### src/rtl/logic_unit_pipe_if.sv
// logic_unit_pipe_if: operand/result handshake bundle for logic_unit_pipe.
// Producer-side signals (operands, op, frame flags) and consumer-side
// signals (result, parity, out_ready) share one bundle. The out_count
// signal exists only when LOGIC_PIPE_FRAME_COUNT_EN is defined.
interface logic_unit_pipe_if #(
    parameter int WIDTH = 16,
    parameter int CNT_W = 8
);
    logic             in_valid;
    logic             in_ready;
    logic [WIDTH-1:0] a;
    logic [WIDTH-1:0] b;
    logic [2:0]       op;
    logic             acc_en;
    logic             in_last;
    logic             out_valid;
    logic             out_ready;
    logic [WIDTH-1:0] out;
    logic             out_parity;
`ifdef LOGIC_PIPE_FRAME_COUNT_EN
    logic [CNT_W-1:0] out_count;
`endif

    // Reject degenerate widths at elaboration time.
    if (WIDTH < 1 || CNT_W < 1) begin : g_param_err
        $error("logic_unit_pipe_if: WIDTH and CNT_W must be >= 1");
    end

    // Driver of operands and consumer of results.
    modport master (
        output in_valid, a, b, op, acc_en, in_last, out_ready,
        input  in_ready, out_valid, out, out_parity
`ifdef LOGIC_PIPE_FRAME_COUNT_EN
        , input out_count
`endif
    );

    // The logic unit itself.
    modport slave (
        input  in_valid, a, b, op, acc_en, in_last, out_ready,
        output in_ready, out_valid, out, out_parity
`ifdef LOGIC_PIPE_FRAME_COUNT_EN
        , output out_count
`endif
    );
endinterface

### src/rtl/logic_unit_pipe.sv
// logic_unit_pipe: registered bitwise logic unit with valid/ready handshake,
// one-entry output register, registered parity and XOR-accumulate frames.
// Optional feature macro: LOGIC_PIPE_FRAME_COUNT_EN adds a saturating frame
// beat counter and the out_count result field.
module logic_unit_pipe #(
    parameter int WIDTH = 16,
    parameter int CNT_W = 8
) (
    input  logic               clk,
    input  logic               reset,
    logic_unit_pipe_if.slave   bus
);
    // Reject degenerate widths at elaboration time.
    if (WIDTH < 1 || CNT_W < 1) begin : g_param_err
        $error("logic_unit_pipe: WIDTH and CNT_W must be >= 1");
    end

    logic [WIDTH-1:0] out_q, out_d;
    logic             out_parity_q, out_parity_d;
    logic             out_valid_q, out_valid_d;
    logic [WIDTH-1:0] acc_q, acc_d;

    logic [WIDTH-1:0] r;
    logic [WIDTH-1:0] res;
    logic             in_ready;
    logic             accept;
    logic             load;

    // The slot is free when empty or being drained this cycle.
    assign in_ready     = !out_valid_q || bus.out_ready;
    assign accept       = bus.in_valid && in_ready;
    // Direct beats and frame-closing beats load the output register.
    assign load         = accept && (!bus.acc_en || bus.in_last);

    assign bus.in_ready   = in_ready;
    assign bus.out_valid  = out_valid_q;
    assign bus.out        = out_q;
    assign bus.out_parity = out_parity_q;

    // Bitwise operation select.
    always_comb begin
        r = '0;
        unique case (bus.op)
            3'd0: r = bus.a & bus.b;
            3'd1: r = bus.a | bus.b;
            3'd2: r = bus.a ^ bus.b;
            3'd3: r = ~(bus.a & bus.b);
            3'd4: r = ~(bus.a | bus.b);
            3'd5: r = ~(bus.a ^ bus.b);
            3'd6: r = ~bus.a;
            3'd7: r = bus.a;
            default: r = '0;
        endcase
    end

    // Output register, parity and accumulator next state.
    always_comb begin
        out_d        = out_q;
        out_parity_d = out_parity_q;
        out_valid_d  = out_valid_q;
        acc_d        = acc_q;
        // Frame results fold in the accumulator; direct beats do not,
        // so a direct beat mid-frame leaves the frame intact.
        res          = bus.acc_en ? (acc_q ^ r) : r;

        if (out_valid_q && bus.out_ready) begin
            out_valid_d = 1'b0;
        end
        if (load) begin
            out_d        = res;
            out_parity_d = ^res;
            out_valid_d  = 1'b1;
        end
        if (accept && bus.acc_en) begin
            acc_d = bus.in_last ? '0 : (acc_q ^ r);
        end
    end

    // State registers; reset discards any partial frame.
    always_ff @(posedge clk) begin
        if (reset) begin
            out_q        <= '0;
            out_parity_q <= 1'b0;
            out_valid_q  <= 1'b0;
            acc_q        <= '0;
        end else begin
            out_q        <= out_d;
            out_parity_q <= out_parity_d;
            out_valid_q  <= out_valid_d;
            acc_q        <= acc_d;
        end
    end

`ifdef LOGIC_PIPE_FRAME_COUNT_EN
    logic [CNT_W-1:0] cnt_q, cnt_d;
    logic [CNT_W-1:0] out_count_q, out_count_d;
    logic [CNT_W-1:0] cnt_inc;

    assign bus.out_count = out_count_q;

    // Frame beat counter and emitted count; the counter saturates.
    always_comb begin
        cnt_d       = cnt_q;
        out_count_d = out_count_q;
        cnt_inc     = (cnt_q == {CNT_W{1'b1}}) ? cnt_q : cnt_q + 1'b1;
        if (accept && bus.acc_en) begin
            if (bus.in_last) begin
                out_count_d = cnt_inc;
                cnt_d       = '0;
            end else begin
                cnt_d       = cnt_inc;
            end
        end else if (load) begin
            out_count_d = CNT_W'(1);
        end
    end

    // Counter registers.
    always_ff @(posedge clk) begin
        if (reset) begin
            cnt_q       <= '0;
            out_count_q <= '0;
        end else begin
            cnt_q       <= cnt_d;
            out_count_q <= out_count_d;
        end
    end
`endif

endmodule

### src/flat_wrapper.sv
// flat-port wrapper written by rule: the top's interface ports become plain ports
module logic_unit_pipe_flat 
#(
    parameter int WIDTH = 16,
    parameter int CNT_W = 8
)
  (clk, reset, bus_in_valid, bus_a, bus_b, bus_op, bus_acc_en, bus_in_last, bus_out_ready, bus_in_ready, bus_out_valid, bus_out, bus_out_parity);
  logic_unit_pipe_if #(.WIDTH(WIDTH), .CNT_W(CNT_W)) bus_i ();
  input  logic clk;
  input  logic reset;
  input wire logic [$bits(bus_i.in_valid)-1:0] bus_in_valid;
  input wire logic [$bits(bus_i.a)-1:0] bus_a;
  input wire logic [$bits(bus_i.b)-1:0] bus_b;
  input wire logic [$bits(bus_i.op)-1:0] bus_op;
  input wire logic [$bits(bus_i.acc_en)-1:0] bus_acc_en;
  input wire logic [$bits(bus_i.in_last)-1:0] bus_in_last;
  input wire logic [$bits(bus_i.out_ready)-1:0] bus_out_ready;
  output wire logic [$bits(bus_i.in_ready)-1:0] bus_in_ready;
  output wire logic [$bits(bus_i.out_valid)-1:0] bus_out_valid;
  output wire logic [$bits(bus_i.out)-1:0] bus_out;
  output wire logic [$bits(bus_i.out_parity)-1:0] bus_out_parity;
  assign bus_i.in_valid = bus_in_valid;
  assign bus_i.a = bus_a;
  assign bus_i.b = bus_b;
  assign bus_i.op = bus_op;
  assign bus_i.acc_en = bus_acc_en;
  assign bus_i.in_last = bus_in_last;
  assign bus_i.out_ready = bus_out_ready;
  assign bus_in_ready = bus_i.in_ready;
  assign bus_out_valid = bus_i.out_valid;
  assign bus_out = bus_i.out;
  assign bus_out_parity = bus_i.out_parity;
  logic_unit_pipe #(.WIDTH(WIDTH), .CNT_W(CNT_W)) u_core (.clk(clk), .reset(reset), .bus(bus_i));
endmodule
### config.mk
export PLATFORM = sky130hd
export DESIGN_NAME = logic_unit_pipe_flat
export DESIGN_NICKNAME = d
export VERILOG_FILES = /design/src/rtl/logic_unit_pipe_if.sv /design/src/rtl/logic_unit_pipe.sv /design/src/flat_wrapper.sv
export SDC_FILE = /design/constraint.sdc
export NUM_CORES = 1
export LEC_CHECK = 0
export CAP_MARGIN = 20
export CORE_MARGIN = 5
export CORE_UTILIZATION = 30
export CTS_BUF_LIST = sky130_fd_sc_hd__clkbuf_16
export CTS_CLUSTER_SIZE = 8
export DETAILED_ROUTE_END_ITERATION = 8
export PLACE_DENSITY = 0.54
export SYNTH_ARGS = -nofsm -noshare
export SYNTH_HDL_FRONTEND = slang
export SYNTH_SLANG_ARGS = --single-unit
### constraint.sdc
create_clock -name clk -period 4.5 [get_ports clk]
set_clock_uncertainty 0.05 [all_clocks]
set_input_delay 0.9 -clock clk [delete_from_list [all_inputs] [get_ports clk]]
set_output_delay 0.9 -clock clk [all_outputs]
set_load 0.05 [all_outputs]
; ---- Word level (Yosys, flattened, before mapping)
; Cells that the tools add are included.
[totals]
regBits = 34
wordCells = 35
input_bits = 41
[op_classes]
eq_ne = 7
n_bitwise = 8
reduce_logical = 11
muxes = 5
[ops]
columns = operator, n
row1 = $pmux 16 s8, 1
row2 = $not 16->16, 4
row3 = $mux 16, 2
row4 = $xor 16x16->16, 2
row5 = $and 16x16->16, 1
row6 = $or 16x16->16, 1
row7 = $reduce_xor 16->1, 1
row8 = $eq 3x3->1 const B, 4
row9 = $eq 3x2->1 const B, 2
row10 = $logic_and 1x1->1, 4
row11 = $eq 3x1->1 const B, 1
row12 = $logic_not 3->1, 1
row13 = $logic_not 1->1, 2
row14 = $logic_or 1x1->1, 2
row15 = $mux 1, 2
row16 = $reduce_bool 2->1, 1

; ---- Longest topological paths before layout
; Gate-level depths: netlist (run 1).
[logic_depth]
word_depth = 6
mapped_depth = 13
mapped_depth_nobuf = 11

; ---- Least setup slack after synthesis (run 1)
; OpenSTA, ideal clock, no wires.
[synth_path]
path_kind = input -> register
from = in bus_b[14]
to = reg u_core.out_parity_q, in the netlist u_core.bus.out_parity
path_stages = 11
setup_time_ns = 0.079
setup_slack_ns = 0.930
t_arrival_ns = 3.441
path_buffers = 0
required_ns = 4.371
cell_sequence = inv_1 -> ha_1 -> inv_1 -> mux2_4 -> mux4_2 -> xnor2_2 -> xnor2_1 -> xor3_1 -> xnor3_1 -> xnor3_1 -> a211oi_2
[synth_via]
elab_chain_cells = 6
elab_cells_between_ends = 10
[synth_rtl]
columns = item, line_no
row1 = start: declaration, flat_wrapper.sv:13  ; input wire logic [$bits(bus_i.b)-1:0] bus_b;
row2 = "$xor 16x16->16, or another cell as far along", "logic_unit_pipe.sv:46, logic_unit_pipe.sv:49"
row3 = $not 16->16 (on tied branches), "logic_unit_pipe.sv:49, logic_unit_pipe.sv:47, logic_unit_pipe.sv:48"
row4 = $pmux 16 s8 *, logic_unit_pipe.sv:43  ; unique case (bus.op)
row5 = $xor 16x16->16, logic_unit_pipe.sv:64  ; res = bus.acc_en ? (acc_q ^ r) : r;
row6 = $mux 16 *, logic_unit_pipe.sv:64
row7 = $reduce_xor 16->1 *, logic_unit_pipe.sv:71  ; out_parity_d = ^res;
row8 = end signal: assignment, logic_unit_pipe.sv:88  ; out_parity_q <= out_parity_d;
row9 = end: declaration, logic_unit_pipe.sv:19  ; logic out_parity_q, out_parity_d;
; Every way passes the cells marked *; elsewhere a longest branch is shown, timed or not.
; A chain may end at the register's enable or synchronous reset.

; ---- Worst setup path after layout (run 1)
[layout_path]
from = in bus_a[14]
to = reg u_core.out_parity_q, in the netlist u_core.bus.out_parity
[layout_via]
elab_chain_cells = 6
elab_cells_between_ends = 11
[layout_rtl]
columns = item, line_no
row1 = start: declaration, flat_wrapper.sv:12  ; input wire logic [$bits(bus_i.a)-1:0] bus_a;
row2 = "$xor 16x16->16, or another cell as far along", "logic_unit_pipe.sv:46, logic_unit_pipe.sv:49"
row3 = $not 16->16 (on tied branches), "logic_unit_pipe.sv:49, logic_unit_pipe.sv:47, logic_unit_pipe.sv:48"
row4 = $pmux 16 s8 *, logic_unit_pipe.sv:43
row5 = $xor 16x16->16, logic_unit_pipe.sv:64
row6 = $mux 16 *, logic_unit_pipe.sv:64
row7 = $reduce_xor 16->1 *, logic_unit_pipe.sv:71
; Marks and branches as above.

==> metrics, run 1 <==
status finished, final reports clean; Max Freq between 0.2 and 0.3 GHz; headroom to the max-slew limit roughly 49%; worst path required time 4650 ps; Hold Path Sink u_core.bus.out[4]$_SDFFE_PP0P_; initial antenna violation count 0; register area share after synthesis just under 20%; total of max-cap violations 0; Comb power frac between 40% and 50%; DIE HEIGHT ~120 um; Synth cell types 50; vias in the first global route roughly 3,100; first-pass GRT wire length approximately 15 mm; Max Slew Vio Count 0; fin nets 586; FF-to-FF End u_core.bus.out_parity$_SDFFE_PP0P_; Critical Path End Type register; CTS root buf clkbuf_16; WL final about 8.5 mm; worst hold stages 2; global route total overflow 0; Starting Density between 30 and 40%; Synth Cell Area between 3000 and 4000 um2; cell-by-cell listing of the critical path clkdlybuf4s50_1, inv_1, ha_1, inv_1, mux2_4, mux4_2, xnor2_2, xnor2_1, xor3_1, xnor3_1, xnor3_1, a211oi_2; WL/cell ~13 um; Syn Area/Cell 7.366 um2; hold_sp u_core.bus.out[4]$_SDFFE_PP0P_; layout cells sized above 1 between 5 and 6%; post-CTS resize count 0; Worst Hold Class register to register; worst skew pair latency approximately 280 ps; yosys warns 0; Crit path max-delay family XOR/XNOR gates; GRT Util Overall about an eighth; Reg2Reg Setup Slack ~2300 ps; critical path class input pin to register; CTS Buf Count 5; Pwr Total 1.190 mW; Antenna Cells 0; final worst setup slack 540.3 ps; # H-tree levels 2; Iter 0 DRT Violations 150; post-synth top area cell dfxtp_1; Area contributors post-synth dfxtp_1 (20%), ha_1 (12%), nor2_1 (7.3%), xnor2_1 (5.8%), a21oi_1 (5.3%); register share of total power around 28%; leakage between 1.5 and 2 nW; # Post-CTS Setup Buffers 0; via count around 3,200; Slew @ Worst Pin around 760 ps; routability congestion estimate about 0.8; Clock Tree Buf Depth 2; Via density 4.912; DP Cell Count 649; Clock Pin Slew Worst Setup and Hold Paths 50 ps; setup_tns 0 ps; IO Count 60; final setup fails 0; TritonCTS clock tree built; Slowest Stage Delay on Critical Path around 520 ps; RSZ-0062 raised after global routing no; core region area around 11,000 um2; # port buffers between 50 and 60; final worst-path cycle share approximately 88%; hold buffers post-CTS 0; Cells after Synth 470; number of clock sinks 34; ys flop type dfxtp_1; switching power between 400 and 500 uW; Sw Share 34.46%; Post-route DRC 0; Routed Antenna Nets 0; Post-synth EDFFs 0; hpwl dp ~6.5 mm; pin count of the biggest net entering global routing 36; reg2reg path depth 9; Hold Vio Cnt, Final 0; Non-Filler Instances ~660; die width approximately 120 um; WP data arrival 4110 ps; Internal Pwr Total approximately 780 uW; r2r startpoint u_core.acc_q[10]$_SDFFE_PP0P_; Crit Path Max Fanout 3; P per Cell Area around 280 nW/um2; Max VDD drop 176.4 uV; Clk pwr share between 20% and 30%; minimum clock period just under 4000 ps; CP max-delay cell clkdlybuf4s50_1; Crit path buffers/inverters 3; row count 39; pre-CTS setup slack about 220 ps; ys async rst share 0%; number of synthesized register bits 34; Yosys top cell area share between 10% and 20%; DRT Pass-1 Iters 4; Syn-to-layout area delta 23.31%; Setup crit start kind input pin; die area approximately 14,000 um2; Syn Nets approximately 540
## registers in the layout (all words and copies together) (netlist names)
| signal | flops |
|---|---|
| u_core.acc_q | 16 |
| u_core.bus.out | 16 |
| u_core.bus.out_parity | 1 |
| u_core.bus.out_valid | 1 |
## final cells by class
| class | instances | area [um2] |
|---|---|---|
| clock inverters | 3 | 12.51 |
| fillers | 1220 | 7101 |
| well taps | 143 | 178.9 |
| multi-input cells | 364 | 2466 |
| repair buffers | 68 | 653.1 |
| flip-flops and latches | 34 | 680.7 |
| inverters | 40 | 152.6 |
| clock buffers | 5 | 125.1 |
## power by group through the flow
| stage | logic [mW] | registers [mW] | clock network (mW) |
|---|---|---|---|
| floorplan | 0.343 | 0.398 | 0 |
| global placement | 0.524 | 0.344 | 0 |
| detailed placement | 0.531 | 0.345 | 0 |
| CTS | 0.533 | 0.338 | 0.334 |
| global route | 0.581 | 0.341 | 0.348 |
| finish | 0.528 | 0.338 | 0.325 |
## kinds of logic after synthesis
family,share of synthesized area (%)
mux,5.565
compound gates,21.72
simple gates,18.83
buf+inv,9.107
xor+xnor,13.55
flops,19.66
fa+ha+maj,11.56
## cells in the final DEF (no fill, tap or decap), types with 2 or more instances in the layout
| cell | Yosys | final |
|---|---|---|
| a211oi_1 | 7 | 7 |
| a21o_1 | 3 | 3 |
| a21oi_1 | 37 | 37 |
| a22oi_1 | 13 | 13 |
| a2bb2oi_1 | 2 | 2 |
| a32oi_1 | 3 | 3 |
| and3_1 | 4 | 4 |
| buf_4 | 1 | 9 |
| clkbuf_16 | 0 | 5 |
| clkdlybuf4s50_1 | 0 | 58 |
| clkinv_1 | 1 | 2 |
| dfxtp_1 | 34 | 34 |
| ha_1 | 32 | 32 |
| inv_1 | 37 | 38 |
| mux2i_1 | 2 | 2 |
| mux4_2 | 7 | 7 |
| nand2_1 | 49 | 49 |
| nand2b_1 | 12 | 12 |
| nand3_1 | 2 | 2 |
| nor2_1 | 67 | 67 |
| nor2b_1 | 2 | 2 |
| nor3_1 | 12 | 12 |
| nor4_1 | 2 | 2 |
| o211ai_1 | 4 | 4 |
| o21ai_0 | 32 | 32 |
| o21ai_1 | 2 | 2 |
| o22a_1 | 2 | 2 |
| o22ai_1 | 7 | 7 |
| o31ai_1 | 2 | 2 |
| xnor2_1 | 23 | 23 |
| xnor2_2 | 2 | 2 |
| xnor3_1 | 2 | 2 |
| xor2_1 | 19 | 19 |
## Yosys cell counts, drive strengths merged, types with 2 or more instances
cell type and count:
a21o 3, clkbuf 16, inv 39, o21ai 34, o22a 2, xor2 19, nand2b 12, dfxtp 34
a211oi 8, o31ai 2, nor2 67, buf 16, nor4 2, nor3 12, nand2 49, nor2b 2
and3 4, xnor2 25, mux2i 2, a32oi 3, nand3 2, xnor3 2, a22oi 13, a21oi 37
ha 32, o22ai 7, a2bb2oi 2, mux4 7, o211ai 4
## worst register-to-register path: cells and delay by family, from the launching register on
family / cells / cell delay [ps]
AOI/OAI and AO/OA: 1 / 210
and+or+nand+nor: 1 / 80
DFF: 1 / 390
xor gates and xnor gates: 7 / 1440
## routing by layer
layer,GRT usage (%),part of all wire [%],up-vias
met1,16.86,50,1454
met5,0,0,-
met4,3.481,1.5,0
met3,2.551,4.9,9
li1,-,-,1681
met2,19.80,44,83
## worst max-delay path by stage
| stage | from | end | cells past startpoint |
|---|---|---|---|
| after floorplan | bus_b[14] | u_core.bus.out_parity$_SDFFE_PP0P_ | 11 |
| after global placement | bus_a[14] | u_core.bus.out_parity$_SDFFE_PP0P_ | 12 |
| after detailed placement | bus_a[14] | u_core.bus.out_parity$_SDFFE_PP0P_ | 12 |
| after CTS | bus_a[14] | u_core.bus.out_parity$_SDFFE_PP0P_ | 12 |
| after global routing | bus_a[14] | u_core.bus.out_parity$_SDFFE_PP0P_ | 12 |
| final | bus_a[14] | u_core.bus.out_parity$_SDFFE_PP0P_ | 12 |
## through the flow
| step | instance area [um2] | util (%) | hold slack (ps) |
|---|---|---|---|
| global route | 4269 | 37.55 | 425.2 |
| floorplan | 3462 | - | 430.1 |
| global placement | 4131 | 36.34 | 390.9 |
| finish | 4269 | 37.55 | 397.9 |
| detailed placement | 4131 | 36.34 | 396.0 |
| CTS | 4269 | 37.55 | 402.0 |
(Power assumes the default switching activity.)
==> run 2, diff against run 1 <==
--- a/config.mk
+++ b/config.mk
@@ -6,6 +6,7 @@
 export NUM_CORES = 1
 export LEC_CHECK = 0
 export CAP_MARGIN = 20
+export CORE_ASPECT_RATIO = 0.75
 export CORE_MARGIN = 5
 export CORE_UTILIZATION = 30
 export CTS_BUF_LIST = sky130_fd_sc_hd__clkbuf_16
==> run 2 against run 1 <==
First-iteration DRC count grew 42%. Final cell count is the same. Sequential power is essentially flat. Critical endpoint unchanged. Critical path type unchanged. Non-clock buffer count shrank 1. Clock power shrank 2%.
==> metrics, run 2 (same netlist as run 1, synthesis figures left out) <==
DIE HEIGHT 103.0 um; Hold Path Sink u_core.bus.out[4]$_SDFFE_PP0P_; total of max-cap violations 0; met1 Use GR between 10% and 20%; minimum clock period about 4000 ps; most frequent cells in the layout nor2_1 (67), clkdlybuf4s50_1 (58), nand2_1 (49), inv_1 (38), a21oi_1 (37); hold_sp u_core.bus.out[4]$_SDFFE_PP0P_; register share of total power between 20% and 30%; Max Slew Vio Count 0; routability congestion estimate 0.7534; met2 usage between 20% and 30%; DRT Pass-1 Iters 4; Routed Antenna Nets 0; row count 34; fin area 4275 um2; Clock Tree Buf Depth 2; status finished, final reports clean; Crit Path Max Fanout 3; first-pass GRT wire length about 15 mm; Via density between 4 and 5; vias in the first global route 3,164; CTS root buf clkbuf_16; # Post-CTS Setup Buffers 0; Hold Vio Cnt, Final 0; # fillers between 1,000 and 1,500; IO Count 60; commonest non-fill, non-tap cell in the layout nor2_1; RSZ-0062 raised after global routing no; hpwl dp 6.680 mm; Critical Path End Type register; r2r startpoint u_core.acc_q[12]$_SDFFE_PP0P_; initial antenna violation count 0; Clk pwr share between 20% and 30%; Sw Share roughly a third; TritonCTS clock tree built; Starting Density just over 30%; worst path required time around 4700 ps; WL final between 8 and 9 mm; Slew @ Worst Pin ~800 ps; Syn-to-layout area delta 23.49%; final worst-path cycle share 87.85%; global route total overflow 0; pin count of the biggest net entering global routing between 40 and 50; WP data arrival slightly above 4000 ps; setup_tns 0 ps; worst skew pair latency ~280 ps; via count roughly 3,300; Post-route DRC 0; Internal Pwr Total about 780 uW; reg2reg path depth 9; # H-tree levels 2; DP Cell Count 649; fin nets a little under 600; core region area 11,440 um2; Worst Hold Class register to register; Antenna Cells 0; gr busiest metal met2; hold buffers post-CTS 0; Max Freq ~0.25 GHz; die area around 14,000 um2; CTS Buf Count 5; final setup fails 0; Reg2Reg Setup Slack approximately 2200 ps; P per Cell Area around 280 nW/um2; layout cells sized above 1 5.653%; WL/cell ~13 um; Comb power frac between 40 and 50%; Non-Filler Instances about 660; Clock Pin Slew Worst Setup and Hold Paths 50 ps; leakage around 1.8 nW; # port buffers a little under 60; FF-to-FF End u_core.bus.out_parity$_SDFFE_PP0P_; worst hold stages 2; die width about 130 um; switching power roughly 410 uW; Max VDD drop 137.2 uV; GRT Util Overall 13.21%; Area after DPL between 4000 and 5000 um2; critical path class input pin to register; headroom to the max-slew limit between 40% and 50%; post-CTS resize count 0; Iter 0 DRT Violations between 200 and 250; Setup crit start kind input pin; grt met3 use under 10%; number of clock sinks 34
run 2: cell count changes in the layout (fill, tap and decap cells not counted):
cell / previous run / this run
buf_4: 9 / 7
buf_12: 0 / 1
run 2: layer usage:
metal  part of all wire (%)  up-vias  wire [um]
li1                       -     1681          -
met1                     47     1508       4189
met2                     47       60       4135
met3                    5.1        7        450
met4                   0.83        0         73
met5                      0        -          0
run 2: power groups by stage:
stage	Clock (mW)	Combinational (mW)	Sequential (mW)
floorplan	0	0.343	0.398
global route	0.347	0.587	0.340
finish	0.320	0.535	0.337
detailed placement	0	0.537	0.344
global placement	0	0.529	0.344
CTS	0.331	0.541	0.338
run 2: worst max path at each step:
stage	slack, ps	cells after the start	startpoint	end
after floorplan	930	11	bus_b[14]	u_core.bus.out_parity$_SDFFE_PP0P_
after global placement	330	12	bus_a[14]	u_core.bus.out_parity$_SDFFE_PP0P_
after detailed placement	270	12	bus_a[14]	u_core.bus.out_parity$_SDFFE_PP0P_
after CTS	520	12	bus_a[14]	u_core.bus.out_parity$_SDFFE_PP0P_
after global routing	390	12	bus_a[14]	u_core.bus.out_parity$_SDFFE_PP0P_
final	550	12	bus_a[14]	u_core.bus.out_parity$_SDFFE_PP0P_
run 2: area by class of cell:
| cell class | count | area [um2] | area share [%] |
|---|---|---|---|
| sequential | 34 | 680.7 | 15.92 |
| inverter | 40 | 152.6 | 3.570 |
| timing repair buffer | 67 | 658.1 | 15.39 |
| tap | 144 | 180.2 | 4.214 |
| multi-input combinational | 364 | 2466 | 57.68 |
| clock buffer | 5 | 125.1 | 2.927 |
| clock inverter | 3 | 12.51 | 0.2927 |
run 2: worst max-delay path, cell delays in order:
cell and delay [ps]:
clkdlybuf4s50_1 510, inv_1 60, ha_1 270, inv_1 40
mux2_4 240, mux4_2 510, xnor2_2 210, xnor2_1 150
xor3_1 280, xnor3_1 350, xnor3_1 370, a211oi_2 210
run 2: through the flow:
stage                     utilization, %  power (mW)  hold slack, ps  setup slack [ps]
after global routing               37.36       1.275           425.0             390.9
after CTS                          37.36       1.210           408.0             519.9
after detailed placement           36.16      0.8809           400.4             271.2
final                              37.36       1.192           403.0             546.8
after floorplan                        -      0.7413           430.1             929.6
after global placement             36.16      0.8724           397.7             333.5
